[src/rtl/dmem_arbiter.sv]
// Two-port arbiter in front of a single-port data memory: the CPU wins by default,
// and the external port is force-granted after STARVE_LIMIT consecutive denied cycles.
module dmem_arbiter #(
    parameter int STARVE_LIMIT = 4
) (
    input  logic        clk,
    input  logic        reset,
    // CPU port
    input  logic        cpu_req_i,
    input  logic        cpu_we_i,
    input  logic [9:0]  cpu_addr_i,
    input  logic [3:0]  cpu_mask_i,
    input  logic [31:0] cpu_wdata_i,
    output logic        cpu_stall_o,
    output logic        cpu_rvalid_o,
    output logic [31:0] cpu_rdata_o,
    // external port
    input  logic        ext_valid_i,
    output logic        ext_ready_o,
    input  logic        ext_we_i,
    input  logic [9:0]  ext_addr_i,
    input  logic [3:0]  ext_mask_i,
    input  logic [31:0] ext_wdata_i,
    output logic        ext_rvalid_o,
    output logic [31:0] ext_rdata_o,
    // memory side
    output logic        mem_ceb_o,
    output logic        mem_web_o,
    output logic [9:0]  mem_a_o,
    output logic [3:0]  mem_mask_o,
    output logic [31:0] mem_d_o,
    input  logic [31:0] mem_q_i
);

    typedef enum logic [1:0] {
        OWN_NONE = 2'd0,
        OWN_CPU  = 2'd1,
        OWN_EXT  = 2'd2
    } owner_e;

    localparam logic [3:0] LIMIT = 4'(STARVE_LIMIT);

    logic [3:0] starve_q, starve_d;
    owner_e     owner_q, owner_d;

    logic forced;
    logic grant_cpu;
    logic grant_ext;

    // Requests are ignored while reset is high, so no grant can leak into the reset cycle.
    always_comb begin
        // NOTE: every always_comb output gets a default first, so no path can infer a latch.
        forced    = 1'b0;
        grant_cpu = 1'b0;
        grant_ext = 1'b0;
        if (!reset) begin
            forced    = ext_valid_i && (starve_q == LIMIT);
            grant_cpu = cpu_req_i && !forced;
            grant_ext = ext_valid_i && !grant_cpu;
        end
    end

    always_comb begin
        starve_d = 4'd0;
        owner_d  = OWN_NONE;
        if (!reset) begin
            if (ext_valid_i && !grant_ext) begin
                starve_d = starve_q + 4'd1;
            end
            if (grant_cpu && !cpu_we_i) begin
                owner_d = OWN_CPU;
            end else if (grant_ext && !ext_we_i) begin
                owner_d = OWN_EXT;
            end
        end
    end

    // NOTE: state flops use non-blocking assignments so all registers update together at the edge.
    always_ff @(posedge clk) begin
        starve_q <= starve_d;
        owner_q  <= owner_d;
    end

    always_comb begin
        mem_ceb_o  = 1'b1;
        mem_web_o  = 1'b1;
        mem_a_o    = 10'd0;
        mem_mask_o = 4'd0;
        mem_d_o    = 32'd0;
        if (grant_cpu) begin
            mem_ceb_o  = 1'b0;
            mem_web_o  = ~cpu_we_i;
            mem_a_o    = cpu_addr_i;
            mem_mask_o = cpu_mask_i;
            mem_d_o    = cpu_wdata_i;
        end else if (grant_ext) begin
            mem_ceb_o  = 1'b0;
            mem_web_o  = ~ext_we_i;
            mem_a_o    = ext_addr_i;
            mem_mask_o = ext_mask_i;
            mem_d_o    = ext_wdata_i;
        end
    end

    // A read in flight when reset rises is dropped, even though owner_q still holds it.
    always_comb begin
        cpu_rvalid_o = !reset && (owner_q == OWN_CPU);
        ext_rvalid_o = !reset && (owner_q == OWN_EXT);
        cpu_rdata_o  = cpu_rvalid_o ? mem_q_i : 32'd0;
        ext_rdata_o  = ext_rvalid_o ? mem_q_i : 32'd0;
    end

    assign cpu_stall_o = !reset && cpu_req_i && !grant_cpu;
    assign ext_ready_o = grant_ext;

endmodule

[config.mk]
export PLATFORM = sky130hd
export DESIGN_NAME = dmem_arbiter
export DESIGN_NICKNAME = d
export VERILOG_FILES = /design/src/rtl/dmem_arbiter.sv
export SDC_FILE = /design/constraint.sdc
export NUM_CORES = 1
export LEC_CHECK = 0
export CORE_ASPECT_RATIO = 0.6
export CORE_MARGIN = 8
export CORE_UTILIZATION = 19
export CTS_BUF_LIST = sky130_fd_sc_hd__clkbuf_8
export CTS_CLUSTER_DIAMETER = 150
export DETAILED_ROUTE_END_ITERATION = 16
export GPL_TIMING_DRIVEN = 0
export PLACE_DENSITY = 0.89
export SLEW_MARGIN = 40
export SYNTH_ARGS = -nofsm -noshare
export SYNTH_HDL_FRONTEND = slang
export SYNTH_SLANG_ARGS = --single-unit
[constraint.sdc]
create_clock -name clk -period 1.7 [get_ports clk]
set_input_delay 0.255 -clock clk [delete_from_list [all_inputs] [get_ports clk]]
set_output_delay 0.255 -clock clk [all_outputs]
set_load 0.01 [all_outputs]
== Word level (Yosys, flattened, before mapping) ==
Cells that the tools add are included.

* Word-level logic and storage cells: 45
* Register bits after elaboration: 6
* Bits of input ports: 130
* Output and inout bits: 116

* Reductions and logical operators: 19
* Muxes and demuxes: 16
* Bitwise operators: 3
* $add $sub $neg: 1
* Equal/unequal tests: 3

{| class="wikitable"
|+ Operator list
! cell !! number
|-
| $mux 32 || 4
|-
| $mux 10 || 2
|-
| $logic_and 1x1->1 || 10
|-
| $mux 4 || 2
|-
| $logic_not 1->1 || 7
|-
| $mux 1 || 7
|-
| $add 4x1->4 const B || 1
|-
| $eq 4x3->1 const B || 1
|-
| $reduce_or 2->1 || 2
|-
| $not 1->1 || 3
|-
| $eq 2x1->1 const B || 1
|-
| $eq 2x2->1 const B || 1
|-
| $mux 2 || 1
|}

== Depth between registers and ports, before layout ==
* Depth after elaboration: 11
* Depth in mapped cells: 6
* Mapped depth without buffers: 5

== Least setup slack after synthesis ==
OpenSTA, ideal clock, no wires.

* Path type: reg2out
* Start point: register starve_q[0]
* End point: output mem_a_o[1]
* Slack: 0.107 ns
* Data required time: 1.445 ns
* Data arrival time: 1.338 ns
* Cell stages (with the launch flop): 7
* Cell sequence: dfxtp_1 inv_1 ha_1 and4b_4 nor3_4 buf_4 a22o_1

* Longest elaborated chain between the ends: 9
* Elaborated cells between the ends (all ways): 10
* Those cells by class: eq/ne (1); mux (4); reduce/logical (5)

{| class="wikitable"
|+ RTL lines
! element !! RTL line !! RTL
|-
| start: declaration || 43 || <nowiki>logic [3:0] starve_q, starve_d;</nowiki>
|-
| start signal: assignment || 80 || <nowiki>starve_q <= starve_d;</nowiki>
|-
| $eq 4x3->1 * || 57 || <nowiki>forced = ext_valid_i && (starve_q == LIMIT);</nowiki>
|-
| $logic_and 1x1->1 * || 57 ||
|-
| $logic_not 1->1 * || 58 || <nowiki>grant_cpu = cpu_req_i && !forced;</nowiki>
|-
| $logic_and 1x1->1 * || 58 ||
|-
| $logic_not 1->1 || 59 || <nowiki>grant_ext = ext_valid_i && !grant_cpu;</nowiki>
|-
| $logic_and 1x1->1 || 59 ||
|-
| $mux 1 || 56 || <nowiki>if (!reset) begin</nowiki>
|-
| $mux 10 || 96 || <nowiki>end else if (grant_ext) begin</nowiki>
|-
| $mux 10 * || 90 || <nowiki>if (grant_cpu) begin</nowiki>
|-
| end: declaration || 29 || <nowiki>output logic [9:0] mem_a_o,</nowiki>
|}

Mark *: on every way between the ends. The rest lies on a longest branch, timed or not.

== Worst setup path after layout ==
* Start point: register starve_q[1]
* End point: output mem_d_o[18]

* Longest elaborated chain between the ends: 9
* Elaborated cells between the ends (all ways): 10
* Those cells by class: eq/ne (1); mux (4); reduce/logical (5)

{| class="wikitable"
|+ RTL lines
! element !! RTL line !! RTL
|-
| $eq 4x3->1 * || 57 ||
|-
| $logic_and 1x1->1 * || 57 ||
|-
| $logic_not 1->1 * || 58 ||
|-
| $logic_and 1x1->1 * || 58 ||
|-
| $logic_not 1->1 || 59 ||
|-
| $logic_and 1x1->1 || 59 ||
|-
| $mux 1 || 56 ||
|-
| $mux 32 || 96 ||
|-
| $mux 32 * || 90 ||
|-
| end: declaration || 31 || <nowiki>output logic [31:0] mem_d_o,</nowiki>
|}

Marks and branches as above.

==> impl_metrics.ini <==
[grt]
antenna_found_initial = 0
grt_max_degree = 11
grt_pass1_wl_um = 15800
grt.overflow.total = 0
grtUsageTotal_pct = 21.8
grt_pass1_vias = 2469

[detailed_routing]
via_per_inst = 4.50
drt-total-wl_um = 11200
drt_iter0_drc = 63
wl_per_cell_um = 21.8
route.detailed.drc = 0
drt_first_pass_iters = 4
ant_nets = 0
vias = 2307

[layout]
finish.utilization_pct = 62.6
area_delta_synth_final_pct = 218
n_fill_cell = 556
finalNetCount = 563
drive_gt1_share_pct = 39.2
diodes = 0

[hold_path]
hold_end = owner_q[0]
worstHoldStart = cpu_req_i
hold_depth = 3
hold_path.class = input pin to flip-flop

[die]
core.rowCount = 22
initial_core_util_pct = 19.7
die_w_um = 119
io_pins = 246
dieArea_mm2 = 0.00921
die_y_um = 77.6
core_mm2 = 0.00611

[worst_setup_path]
critical_path_required_ns = 1.44
end_kind = output pin
reg2reg_to = starve_q[1]
ff2ff_path_depth = 8
crit_arrival_ns = 1.77
cp_max_fo = 10
r2r_slack_ns = 0.13
worstSetupStartpoint = starve_q[1]
path_class = flip-flop to output pin
reg2reg_from = starve_q[1]
startpoint_type = flip-flop

[clock_tree]
cts_tree = built
clk_root_buffer_cell = clkbuf_8
numCtsBuffers = 3
clock_path_buffers = 2
cts_max_level = 1
cts_sinks = 6
clk_latency_ns = 0.22
clk_pin_slew_ns = 0.04

[status]
violations = negative setup slack
status = complete, but fails checks

[sta]
finalWorstSetupSlack_ns = -0.328
setup_viol = 50
slew_violations = 0
finalHoldViolations = 0
relSlewSlack_pct = 77.6
fmax_ghz = 0.493
tightest_slew_ns = 0.332
fin_crit_ns = 2.03
rsz0062_at_grt = true
fin_skew_ns = 0.00421
setup_tns_ns = -14.46
timing.final.crit_share_pct = 119

[yosys]
yosys_warnings = 0
yosys-mux-area-fraction_pct = 0
yosys.cell_types.count = 23
synthAdderAreaFrac_pct = 2.08
synth_nets = 288
synthSimpleGateAreaFrac_pct = 43.3
synth_top_area_cell = a22o_1
yosys.area.top_type_share_pct = 33.5
post_synth.cell_area_avg_um2 = 7.70
mappedNetlistArea_mm2 = 0.00120
yosysSeqAreaShare_pct = 10.0
synth_xor_xnor_area_share_pct = 1.46
synth_top_family_by_area = simple AND/OR/NAND/NOR gates
synth.area.top_cells = a22o_1 (34%), and2_1 (33%), dfxtp_1 (10%)
synth-seq-cells = 6
synthCells = 156
synth_compound_area_share_pct = 34.9

[pwr]
leakage_nw = 1.90
ir_drop_uv = 385
powerDensity_mw_per_mm2 = 289
finalPower_mw = 1.11

[job]
cap_violations = 0

[placed_design]
port_buffers = 245
place.gp.congestion = 0.823
detailed_place_hpwl_um = 9250
-- stage by stage --
stage	instance area (µm²)	instances	worst slack, ns	hold slack, ns
2_1_floorplan	1200	156	0.107	0.327
6_report	3820	513	-0.328	0.477
4_1_cts	3890	507	-0.327	0.478
3_3_place_gp	3760	485	-0.831	0.531
5_1_grt	3820	513	-0.409	0.492
3_5_place_dp	3760	485	-0.859	0.551
-- cells by family (layout without fill, tap and decap cells) --
kind of cell / Yosys count / in the layout
compound gates: 48 / 48
xor+xnor: 2 / 2
buf+inv: 19 / 292
fa+ha+maj: 2 / 2
simple gates: 79 / 79
flops: 6 / 6
-- report_power, final --
| group | switching (mW) | internal, mW | leakage, nW |
|---|---|---|---|
| Combinational | 0.261 | 0.482 | 1.83 |
| Sequential | 0.00250 | 0.145 | 0.0505 |
| Clock | 0.0618 | 0.152 | 0.0216 |
| Total | 0.326 | 0.779 | 1.90 |
-- cells in the final DEF (no fill, tap or decap), drive strengths merged, types with 2 or more instances in the layout --
master	instances
a22o	46
and2	64
and3	4
buf	83
clkbuf	68
clkdlybuf4s15	2
clkdlybuf4s50	126
dfxtp	6
dlygate4sd2	9
ha	2
inv	3
nor3	2
nor3b	2
-- worst max-delay path: stages, from the launching register on --
cell and delay (ns):
dfxtp_2 0.32, inv_2 0.07, ha_4 0.13, buf_6 0.08, nand3b_1 0.13, a21oi_4 0.24, buf_6 0.16, buf_8 0.13
a22o_1 0.14, buf_2 0.14
-- cell usage after synthesis --
master and instances:
and2_1 64, a21oi_2 1, nor3_4 1, and4b_4 1, nand3_1 1, buf_2 7, nor2_1 1, a22oi_1 1
ha_1 2, xnor2_1 1, nor3b_2 2, nor3_1 1, dfxtp_1 6, nor2b_1 1, nand3b_1 1, xor2_1 1
nor4_1 1, a22o_1 46, and3_1 4, inv_1 3, buf_4 5, clkbuf_1 4, nand2b_1 1
-- registers in the layout, summed over array words and instances, names as in the netlist --
| name | flops |
|---|---|
| starve_q | 4 |
| owner_q | 2 |
-- cell type report --
| cell class | instances | area, µm² | area share (%) |
|---|---|---|---|
| inverter | 3 | 11.3 | 0.294 |
| tap | 84 | 105 | 2.75 |
| clock buffer | 3 | 41.3 | 1.08 |
| buffer | 15 | 201 | 5.27 |
| timing repair buffer | 271 | 2310 | 60.4 |
| multi-input combinational | 131 | 1030 | 27.0 |
| sequential | 6 | 125 | 3.27 |
-- timing repair --
action / 4_1_cts / 5_1_grt
setup buffers: 13 / 4
endpoints found under the hold margin: 0 / 0
endpoints found under the setup margin: 116 / 108
gates resized for setup: 351 / 124
pin swaps: 52 / 6
hold buffers: 0 / 0
gates cloned: 6 / 3
-- metal layers --
metal	track usage [%]	vias to the layer above	share of wire, %
met1	22.3	1116	37
met4	3.14	0	1.6
met2	46.2	60	58
met5	0	-	0
li1	-	1117	-
met3	3.03	14	3.0
-- worst max-delay path by stage --
stage | cells past startpoint | end
floorplan | 6 | mem_a_o[1]
global placement | 5 | cpu_rdata_o[10]
detailed placement | 5 | cpu_rdata_o[10]
CTS | 8 | mem_d_o[4]
global route | 9 | mem_d_o[18]
finish | 9 | mem_d_o[18]
Power figures use the tool's default switching activity.
